[config.mk]
export PLATFORM = sky130hd
export DESIGN_NAME = regbank_ce_arbiter
export DESIGN_NICKNAME = d
export VERILOG_FILES = /design/src/rtl/gw_arb_pkg.sv /design/src/rtl/rr_pick.sv /design/src/rtl/regbank_ce_arbiter.sv
export SDC_FILE = /design/constraint.sdc
export NUM_CORES = 1
export LEC_CHECK = 0
export ABC_AREA = 1
export CAP_MARGIN = 40
export CORE_UTILIZATION = 28
export CTS_CLUSTER_SIZE = 12
export DETAILED_ROUTE_END_ITERATION = 16
export PLACE_DENSITY = 0.66
export SYNTH_ARGS = -nofsm -noshare
export SYNTH_HDL_FRONTEND = slang
export SYNTH_SLANG_ARGS = --single-unit
[constraint.sdc]
create_clock -name CLK -period 3.1 [get_ports CLK]
set_clock_uncertainty 0.15 [all_clocks]
set_input_delay 0.775 -clock CLK [delete_from_list [all_inputs] [get_ports CLK]]
set_output_delay 0.775 -clock CLK [all_outputs]
set_load 0.02 [all_outputs]
[src/rtl/gw_arb_pkg.sv]
// Shared definitions for the register-bank write arbiter.
//   state_t : arbiter FSM encoding (IDLE / WRITE / LOCKED)
//   clog2   : ceiling log2 used to size the rr pointer and lock counter
package gw_arb_pkg;

    typedef enum logic [1:0] {
        ST_IDLE   = 2'd0,
        ST_WRITE  = 2'd1,
        ST_LOCKED = 2'd2
    } state_t;

    // Ceiling log2; returns 0 for v <= 1.
    function automatic int unsigned clog2(input int unsigned v);
        int unsigned r;
        r = 0;
        for (int unsigned i = 0; i < 32; i++) begin
            if ((64'd1 << i) < 64'(v)) begin
                r = i + 1;
            end
        end
        return r;
    endfunction

endpackage

[src/rtl/rr_pick.sv]
// Combinational round-robin picker.
//   req   : request vector
//   mask  : requesters excluded from this pick
//   ptr   : highest-priority index for this pick
//   grant : one-hot grant (zero when nothing eligible)
//   idx   : index of the granted requester
//   valid : a grant was made
module rr_pick
    import gw_arb_pkg::*;
#(
    parameter int unsigned NREQ = 4,
    parameter int unsigned PW   = clog2(NREQ)
) (
    input  logic [NREQ-1:0] req,
    input  logic [NREQ-1:0] mask,
    input  logic [PW-1:0]   ptr,
    output logic [NREQ-1:0] grant,
    output logic [PW-1:0]   idx,
    output logic            valid
);

    logic [NREQ-1:0] elig;
    logic [PW-1:0]   j;

    // Scan ptr, ptr+1, ... (mod NREQ); first eligible requester wins.
    always_comb begin
        grant = '0;
        idx   = '0;
        valid = 1'b0;
        j     = '0;
        elig  = req & ~mask;
        for (int k = 0; k < int'(NREQ); k++) begin
            j = PW'((32'(ptr) + 32'(k)) % NREQ);
            if (!valid && elig[j]) begin
                valid    = 1'b1;
                grant[j] = 1'b1;
                idx      = j;
            end
        end
    end

endmodule

[src/rtl/regbank_ce_arbiter.sv]
// Round-robin arbiter sharing one write port (CE vector + D bus) of a
// clock-enabled flop bank among NREQ requesters.
//   CLK, RESETN : clock, async active-low reset
//   REQ/ADDR/WDATA/LOCK : per-requester write request, word address, data, lock
//   ACK  : one-cycle accept pulse per requester
//   CE/D : one-hot word enable and data to the bank (registered)
//   ERR  : granted address out of range (no word written)
//   BUSY : a write is issuing or a lock is held
// Optional feature: define ARB_LOCK_EN to enable burst locking (LOCKED state,
// up to LOCK_MAX back-to-back writes for one requester).
module regbank_ce_arbiter
    import gw_arb_pkg::*;
#(
    parameter int unsigned NREQ     = 4,
    parameter int unsigned NREG     = 8,
    parameter int unsigned DW       = 8,
    parameter int unsigned AW       = 3,
    parameter int unsigned LOCK_MAX = 16
) (
    input  logic              CLK,
    input  logic              RESETN,
    input  logic [NREQ-1:0]   REQ,
    input  logic [NREQ*AW-1:0] ADDR,
    input  logic [NREQ*DW-1:0] WDATA,
    input  logic [NREQ-1:0]   LOCK,
    output logic [NREQ-1:0]   ACK,
    output logic [NREG-1:0]   CE,
    output logic [DW-1:0]     D,
    output logic              ERR,
    output logic              BUSY
);

    localparam int unsigned PW = clog2(NREQ);
    localparam int unsigned CW = clog2(LOCK_MAX + 1);

    state_t          state, state_next;
    logic [PW-1:0]   ptr, ptr_next;

    logic [NREQ-1:0] pick_grant;
    logic [PW-1:0]   pick_idx;
    logic            pick_valid;

    logic            gnt_valid;
    logic [PW-1:0]   gnt_idx;
    logic [NREQ-1:0] gnt_vec;
    logic [AW-1:0]   gnt_addr;

    logic [NREQ-1:0] ack_next;
    logic [NREG-1:0] ce_next;
    logic [DW-1:0]   d_next;
    logic            err_next;
    logic            busy_next;

    // Requesters acked this cycle are masked so a held REQ is not written twice.
    rr_pick #(
        .NREQ (NREQ),
        .PW   (PW)
    ) u_pick (
        .req   (REQ),
        .mask  (ACK),
        .ptr   (ptr),
        .grant (pick_grant),
        .idx   (pick_idx),
        .valid (pick_valid)
    );

`ifdef ARB_LOCK_EN
    logic [PW-1:0] owner, owner_next;
    logic [CW-1:0] lock_cnt, lock_cnt_next;
    logic          lock_hold;

    // Owner keeps the port while it still requests with LOCK and budget remains.
    assign lock_hold = (state == ST_LOCKED) && REQ[owner] && LOCK[owner]
                       && (lock_cnt < CW'(LOCK_MAX));
`else
    logic [NREQ+CW-1:0] unused_lock;
    assign unused_lock = {LOCK, CW'(LOCK_MAX)};
`endif

    // State register.
    always_ff @(posedge CLK or negedge RESETN) begin
        if (!RESETN) begin
            state <= ST_IDLE;
        end else begin
            state <= state_next;
        end
    end

    // Next state, grant decision and pointer/lock bookkeeping.
    always_comb begin
        state_next = ST_IDLE;
        ptr_next   = ptr;
        gnt_valid  = 1'b0;
        gnt_idx    = '0;
        gnt_vec    = '0;
`ifdef ARB_LOCK_EN
        owner_next    = owner;
        lock_cnt_next = lock_cnt;
        if (lock_hold) begin
            state_next      = ST_LOCKED;
            gnt_valid       = 1'b1;
            gnt_idx         = owner;
            gnt_vec[owner]  = 1'b1;
            lock_cnt_next   = lock_cnt + CW'(1);
        end else
`endif
        if (pick_valid) begin
            state_next = ST_WRITE;
            gnt_valid  = 1'b1;
            gnt_idx    = pick_idx;
            gnt_vec    = pick_grant;
            ptr_next   = (32'(pick_idx) == NREQ - 1) ? '0 : pick_idx + PW'(1);
`ifdef ARB_LOCK_EN
            if (LOCK[pick_idx]) begin
                state_next    = ST_LOCKED;
                owner_next    = pick_idx;
                lock_cnt_next = CW'(1);
            end
`endif
        end
    end

    // Output decode: address to one-hot CE, out-of-range flags ERR instead.
    always_comb begin
        gnt_addr  = ADDR[32'(gnt_idx) * AW +: AW];
        ack_next  = gnt_vec;
        ce_next   = '0;
        err_next  = 1'b0;
        d_next    = D;
        busy_next = (state_next != ST_IDLE);
        if (gnt_valid) begin
            d_next   = WDATA[32'(gnt_idx) * DW +: DW];
            err_next = (32'(gnt_addr) >= NREG);
            for (int w = 0; w < int'(NREG); w++) begin
                ce_next[w] = (32'(gnt_addr) == 32'(w));
            end
        end
    end

    // Pointer, lock tracking and registered outputs.
    always_ff @(posedge CLK or negedge RESETN) begin
        if (!RESETN) begin
            ptr  <= '0;
            ACK  <= '0;
            CE   <= '0;
            D    <= '0;
            ERR  <= 1'b0;
            BUSY <= 1'b0;
`ifdef ARB_LOCK_EN
            owner    <= '0;
            lock_cnt <= '0;
`endif
        end else begin
            ptr  <= ptr_next;
            ACK  <= ack_next;
            CE   <= ce_next;
            D    <= d_next;
            ERR  <= err_next;
            BUSY <= busy_next;
`ifdef ARB_LOCK_EN
            owner    <= owner_next;
            lock_cnt <= lock_cnt_next;
`endif
        end
    end

endmodule

==> results of run 1 <==
==> Yosys cell counts <==
cell	count
a21oi_1	2
o221ai_1	2
nand4_2	1
buf_1	1
o21ai_0	4
nand2_4	1
nor2_1	10
inv_2	3
nand3_2	12
conb_1	1
inv_1	55
nand2_2	4
a21oi_2	1
nor3_1	1
a221oi_1	2
dfrtp_1	23
ha_1	8
nand2_1	102
nand3_1	44
a31oi_1	1
clkinv_1	2
buf_8	1
buf_4	4
buf_2	2
nand4_1	5
a22oi_1	2
==> cell type report <==
class | instances | area, um^2
inverter | 60 | 225
clock buffer | 3 | 41.3
tap | 77 | 96.3
clock inverter | 1 | 5.00
timing repair buffer | 81 | 796
fill | 670 | 3670
sequential | 23 | 576
multi-input combinational | 203 | 1040
==> logic make-up (layout without fill, tap and decap cells) <==
family	after synthesis	after routing
simple gates	180	180
buf+inv	68	145
other cells	1	1
fa+ha+maj	8	8
flops	23	23
compound gates	14	14
==> tightest hold or removal path, stage by stage, from the launching register on <==
cell,delay (ps)
dfrtp_1,360
nand2_1,60
nand2_1,50
==> stage by stage <==
stage | setup WS (ps) | utilization (%) | instance area (um^2) | std cells
6_report | 307 | 43.1 | 2780 | 448
3_5_place_dp | 50.4 | 42.4 | 2740 | 444
3_3_place_gp | 82.8 | 42.4 | 2740 | 444
5_1_grt | 3.12 | 43.1 | 2780 | 448
4_1_cts | 297 | 43.1 | 2780 | 448
2_1_floorplan | 550 | - | 1900 | 294
==> flip-flops by register name, summed over array words and instances, names as in the netlist <==
| register | cells |
|---|---|
| ACK | 4 |
| CE | 8 |
| D | 8 |
| BUSY | 1 |
| ptr | 2 |
==> layer usage <==
metal,wire length [um],global-route usage (%),share of wire (%)
met5,0,0,0
met4,35,4.16,0.68
met3,177,1.47,3.4
met2,2550,27.0,50
met1,2370,19.0,46
==> worst paths after layout <==
kind | from | endpoint | slack (ps) | depth (start not counted)
max | ptr[1] | CE[0] | 310 | 13
min | D[4] | D[4] | 350 | 2
max reg2reg | ptr[1] | CE[0] | 310 | 13
min reg2reg | D[4] | D[4] | 350 | 2
max in group asynchronous | RESETN | CE[2] | 1850 | 2
min in group asynchronous | RESETN | ACK[0] | 710 | 2
==> reports/qor.csv, run 1 <==
metric,value,unit
critPathSlowestCell,dfrtp_1,
core_area,0.00646,mm^2
synth_fp_nets,356,
finalSetupTns,0,ps
crit_top_cell,nand3_1,
hold_class,register to register,
final_cell_mix,"102 x nand2_1, 70 x clkdlybuf4s50_1, 55 x inv_1",
violations,design-rule violations,
synth_top_area_share,30.2,%
gp_congestion,0.825,
layout.cells.most_common,nand2_1,
syn_area,0.00190,mm^2
clk_latency,270,ps
avgSynthCellArea,6.48,um^2
critPathKind,register to register,
clockBufferDepth,2,
slew_viol_final,0,
die-area,0.00714,mm^2
cts_setup_buffers,0,
initial_core_util,29.5,%
numPortBuffers,70,
worstPathRequired,3140,ps
vias,2010,
die_y,84.5,um
critPathBufInv,3,
post_drt_wl_per_cell,11.5,um
status,"finished, violations left",
final.period_utilization,90.1,%
h-tree-depth,1,
grt_usage,15.0,%
die_w,84.5,um
syn-instance-count,294,
ys_seq_area_share,30.2,%
grt_pass1_vias,1856,
grt_pass1_wl,8540,um
drt_pass1_iterations,10,
cts_root_buf,clkbuf_8,
antenna_left,0,
arrival,2840,ps
cts_buffers,3,
routed_wirelength,5130,um
synth_area_leader_cell,dfrtp_1,
muxShareOfSynthArea,0,%
viasPerCell,4.49,
ys_seq_elements,23,
first_iter_violations,77,
diodes,0,
fmax,358,MHz
synth-xor-area-share,0,%
cp_cell_sequence,clkinv_1 > ha_1 > inv_1 > nand3_1 > nand2_2 > nand4_1 > nand3_1 > nand2_2 > inv_1 > nand3_1 > nand2_1 > nand2_1 > nor2_1,
cp_max_fo,14,
setup_viol,0,
grt_antenna_before_repair,0,
yosysUniqueCellTypes,26,
critPathMaxStageDelay,530,ps
overflow,0,
cap_violations,0,
yosys_warnings,0,
dp_hpwl,4150,um
start_kind,register,
timing.final.crit_period,2790,ps
fp-row-count,29,
clk_pin_slew_worst_paths,90,ps
synth_compound_area_share,4.99,%
yosys.area_share.simple,44.4,%
crit_path_end_kind,register,
drive_gt1_share,9.97,%
cts_tree,built,
synth_top_family_by_area,simple AND/OR/NAND/NOR gates,
cts.sinks,23,
fin_nets,434,
drc,6,
worst_hold_slack,345,ps
areaGrowthSynthToFinish,46.2,%
grt_setup_unrepaired,false,
synthAdderAreaFrac,5.26,%
postCtsResizedCells,0,
critPathTopFamily,simple AND/OR/NAND/NOR gates,
synth_area_leaders,"dfrtp_1 30%, nand2_1 20%, nand3_1 12%",
grt_max_degree,29,
hold_viol_final,0,
cts_hold_buf,0,
io_pins,76,
Power of run 1 is not shown: default switching activity piles up to over one toggle a cycle in this logic, so the estimate is an artifact.
==> inputs of run 2 (changes only) <==
CELL_PAD_IN_SITES_DETAIL_PLACEMENT = 0   (was not set)
CELL_PAD_IN_SITES_GLOBAL_PLACEMENT = 1   (was not set)
PLACE_DENSITY = 0.87   (was 0.66)
clock period = 3.2 ns   (was 3.1 ns; I/O delays follow)
==> run 2 against run 1 <==
The run still ends with design-rule violations left. Wire length is 2.4% lower. Global-route usage is 0.71 points lower. Flip-flop and latch count did not move. Register-to-register slack better by 170 ps. First-iteration DRC count fell by 23%. Hold slack lost 9.0 ps. Die area unchanged. Critical path type is now input pin to register.
==> reports/qor.csv, run 2 (synthesis results as in run 1) <==
metric,value,unit
grt_pass1_vias,1884,
drive_gt1_share,9.70,%
final_cell_mix,"102 x nand2_1, 70 x clkdlybuf4s50_1, 55 x inv_1",
use_met3,0.688,%
start_kind,input pin,
fin_nets,434,
r2r_start,ptr[1],
clk_latency,260,ps
antenna_left,0,
die_w,84.5,um
gp_congestion,0.801,
cts_buffers,3,
cp_max_fo,12,
core_area,0.00646,mm^2
first_iter_violations,59,
fmax,360,MHz
drc,2,
drt_pass1_iterations,10,
slew_viol_final,0,
cts_hold_buf,0,
arrival,2820,ps
post_drt_wl_per_cell,11.2,um
initial_core_util,29.5,%
h-tree-depth,1,
reg2reg_setup_slack,480,ps
io_pins,76,
setup_viol,0,
worstPathRequired,3240,ps
diodes,0,
grt_pass1_wl,8260,um
overflow,0,
top_usage_layer,met2,
fin_util,43.1,%
viasPerCell,4.51,
clk_pin_slew_worst_paths,80,ps
met2_usage,25.8,%
dp_hpwl,4050,um
postCtsResizedCells,0,
cap_violations,0,
grt_antenna_before_repair,0,
status,"finished, violations left",
fp-row-count,29,
final.period_utilization,86.9,%
areaGrowthSynthToFinish,46.1,%
grt_usage,14.2,%
crit_path_start,REQ[3],
use_met1,17.9,%
vias,2020,
finalSetupTns,0,ps
critPathKind,input pin to register,
clockBufferDepth,2,
cts_setup_buffers,0,
crit_path_end_kind,register,
reg2regPathDepth,13,
die-area,0.00714,mm^2
crit_path_end,CE[0],
timing.final.crit_period,2780,ps
violations,design-rule violations,
reg.largest.list,"CE (8), D (8), ACK (4)",
routed_wirelength,5010,um
grt_setup_unrepaired,false,
grt_max_degree,29,
numPortBuffers,70,
hold_class,register to register,
cts.sinks,23,
cts_tree,built,
cts_root_buf,clkbuf_8,
layout.cells.most_common,nand2_1,
r2r-end,CE[0],
die_y,84.5,um
hold_viol_final,0,
-- run 2: cell count changes in the layout (fill, tap and decap cells not counted) --
cell	previous run	this run
clkinv_2	1	0
clkbuf_1	0	1
-- run 2: final cells by class --
| type | instances | area (um^2) |
|---|---|---|
| Sequential cell | 23 | 576 |
| Tap cell | 77 | 96.3 |
| Clock buffer | 4 | 45.0 |
| Multi-Input combinational cell | 203 | 1040 |
| Timing Repair Buffer | 81 | 796 |
| Inverter | 60 | 225 |
| Fill cell | 690 | 3680 |
-- run 2: layer usage --
metal / vias up / wire [um]
met4: 0 / 99
li1: 1067 / -
met5: - / 0
met1: 902 / 2290
met2: 43 / 2470
met3: 8 / 148
-- run 2: worst min-delay path by stage --
| stage | start | end | slack, ps | depth (start not counted) |
|---|---|---|---|---|
| after global placement | D[4] | D[4] | 310 | 2 |
| after global routing | D[2] | D[2] | 360 | 2 |
| after floorplan | RESETN | ACK[0] | 350 | 0 |
| final | D[0] | D[0] | 340 | 2 |
| after detailed placement | D[0] | D[0] | 320 | 2 |
| after CTS | D[0] | D[0] | 340 | 2 |
-- run 2: metrics by stage --
step / hold WS (ps) / setup WS [ps] / cell area [um^2] / instances
2_1_floorplan: 354 / 650 / 1900 / 294
6_report: 336 / 419 / 2780 / 448
4_1_cts: 336 / 436 / 2780 / 448
3_5_place_dp: 316 / 178 / 2740 / 444
5_1_grt: 362 / 216 / 2780 / 448
3_3_place_gp: 314 / 183 / 2740 / 444
-- run 2: worst max-delay path, cell delays in order --
cell and delay [ps]:
clkdlybuf4s50_1 500, nand3_1 170, nand3_1 130, nand2_1 150, nand4_2 170, buf_4 190
nand3_2 100, buf_4 190, nand2_1 60, nand3_1 60, nand2_1 100, nand2_1 70
nor2_1 120
Power of run 2 is left out for the same reason.
==> inputs of run 3 (changes only) <==
--- a/config.mk
+++ b/config.mk
@@ -6,5 +6,4 @@
 export NUM_CORES = 1
 export LEC_CHECK = 0
-export ABC_AREA = 1
 export CAP_MARGIN = 40
 export CELL_PAD_IN_SITES_DETAIL_PLACEMENT = 0
@@ -13,5 +12,5 @@
 export CTS_CLUSTER_SIZE = 12
 export DETAILED_ROUTE_END_ITERATION = 16
-export PLACE_DENSITY = 0.87
+export PLACE_DENSITY = 0.84
 export SYNTH_ARGS = -nofsm -noshare
 export SYNTH_HDL_FRONTEND = slang
==> constraint.sdc (replaced) <==
create_clock -name CLK -period 3.2 [get_ports CLK]
set_clock_uncertainty 0.15 [all_clocks]
set_input_delay 0.64 -clock CLK [delete_from_list [all_inputs] [get_ports CLK]]
set_output_delay 0.64 -clock CLK [all_outputs]
set_load 0.02 [all_outputs]
==> run 3 against run 2 <==
The flow now finishes without violations. Hold slack better by 71 ps. Final cell count is 26% lower. Design area is 4.7% lower. Count of clock-buffer cells in the layout is 1 lower. Die area is 9.9% lower. Core utilization is 1.7 points higher. Via count is 20% lower. Wire length is 8.1% lower. Global-route usage is 1.0 points higher. Highest routed layer unchanged.
==> reports/qor.csv, run 3 <==
metric,value,unit
peakVddDrop,0.000390,V
critPathKind,input pin to register,
initial_core_util,28.9,%
clk_pin_slew_worst_paths,90,ps
yosysMostFrequentCell,dfrtp_1,
drc,0,
dp_hpwl,3590,um
setup_ws,113,ps
power_density,1000,mW/mm^2
final.period_utilization,96.5,%
crit_path_end_kind,register,
grt_pass1_wl,7680,um
layout.cells.most_common,clkdlybuf4s50_1,
post_drt_wl_per_cell,13.9,um
drt_pass1_iterations,5,
postCtsResizedCells,0,
fin_util,44.8,%
setup_viol,0,
synth_edf_count,0,
grt_antenna_before_repair,0,
diodes,0,
io_pins,76,
die_y,80.2,um
hold_viol_final,0,
instances_no_fill,331,
tightestPinTransition,695,ps
cts_setup_buffers,0,
pre_cts_slack,-161,ps
routed_wirelength,4600,um
drive_gt1_share,14.8,%
slew_headroom,53.5,%
overflow,0,
cts.sinks,23,
grt_max_degree,23,
clk_latency,270,ps
h-tree-depth,1,
cts_root_buf,clkbuf_8,
cp_max_fo,8,
grt_usage,15.2,%
grt_pass1_vias,1654,
core_area,0.00592,mm^2
status,finished clean,
cts_buffers,3,
cts_tree,built,
synthArstFlopShare,100,%
antenna_left,0,
fp-row-count,28,
yosysUniqueCellTypes,44,
synth_common_cells,"23 x dfrtp_1, 17 x a211oi_1, 15 x mux2i_1",
cap_violations,0,
first_iter_violations,73,
die_w,80.2,um
place_inst,327,
clockBufferDepth,2,
synth_fp_nets,233,
fin_nets,319,
gp_congestion,0.776,
arrival,3100,ps
power,2.66,mW
reg.largest.list,"CE (8), D (8), ACK (4)",
areaGrowthSynthToFinish,54.9,%
start_kind,input pin,
syn_area,0.00171,mm^2
slew_viol_final,0,
hold_class,register to register,
vias,1618,
fmax,324,MHz
worstPathRequired,3210,ps
ys_seq_elements,23,
synth_area_leader_cell,dfrtp_1,
synth_top_area_share,33.6,%
cts_hold_buf,0,
p_leak,1.12,nW
numPortBuffers,70,
avgSynthCellArea,10.0,um^2
fill_cells,559,
timing.final.crit_period,3090,ps
die-area,0.00643,mm^2
yosys_warnings,0,
syn-instance-count,171,
synth_area_leaders,"dfrtp_1 34%, mux2i_1 8.8%, a211oi_1 7.5%",
viasPerCell,4.89,
ys.flop_type,dfrtp_1,
grt_setup_unrepaired,false,
final_cell_mix,"70 x clkdlybuf4s50_1, 22 x dfrtp_1, 21 x buf_4",
ys_seq_area_share,33.6,%
-- run 3: stage by stage --
step / setup TNS [ps] / area, um^2 / hold WS [ps]
2_1_floorplan: 0 / 1710 / 194
3_3_place_gp: -827 / 2600 / 397
3_5_place_dp: -999 / 2600 / 396
4_1_cts: 0 / 2650 / 409
5_1_grt: 0 / 2650 / 444
6_report: 0 / 2650 / 407
-- run 3: cell families after synthesis --
| family | after synthesis | share of synthesized area (%) |
|---|---|---|
| compound gates | 51 | 22.1 |
| fa+ha+maj | 8 | 5.85 |
| buf+inv | 23 | 7.68 |
| flops | 23 | 33.6 |
| mux | 19 | 13.5 |
| other cells | 1 | 0.219 |
| simple gates | 46 | 17.0 |
-- run 3: per-layer routing --
layer / global-route usage (%) / share of wire [%] / up-vias
li1: - / - / 820
met5: 0 / 0 / -
met4: 3.21 / 0.35 / 0
met3: 3.75 / 6.6 / 2
met1: 18.9 / 44 / 743
met2: 26.6 / 49 / 53
-- run 3: critical path, cell delays in order --
cell	delay, ps
clkdlybuf4s50_1	470
nor2b_1	280
buf_4	170
nor3_1	40
o21ai_0	310
nor3b_4	270
a21o_1	150
buf_12	140
mux2i_4	340
nor4b_1	290
-- run 3: final timing paths --
| check | cells after the start | endpoint | startpoint | slack [ps] |
|---|---|---|---|---|
| worst max-delay path | 10 | CE[2] | REQ[3] | 110 |
| worst min-delay path | 2 | D[2] | D[2] | 410 |
| worst max register to register | 11 | CE[2] | ptr[0] | 300 |
| worst min register to register | 2 | D[2] | D[2] | 410 |
| max in group asynchronous | 2 | D[3] | RESETN | 1660 |
| min in group asynchronous | 1 | CE[3] | RESETN | 630 |
-- run 3: cell type report --
cell class	instances	area (um^2)	area share, %
sequential	23	577	21.8
inverter	12	45.0	1.70
multi-input combinational	125	1010	38.0
timing repair buffer	92	878	33.1
clock inverter	1	7.51	0.283
tap	75	93.8	3.54
clock buffer	3	41.3	1.56
-- run 3: report_power, final --
part           switching, mW  leakage (nW)  internal (mW)
Combinational           1.03         0.812          0.973
Clock                  0.102        0.0217         0.0881
Sequential            0.0565         0.284          0.412
Total                   1.19          1.12           1.47
(Power assumes the default switching activity.)
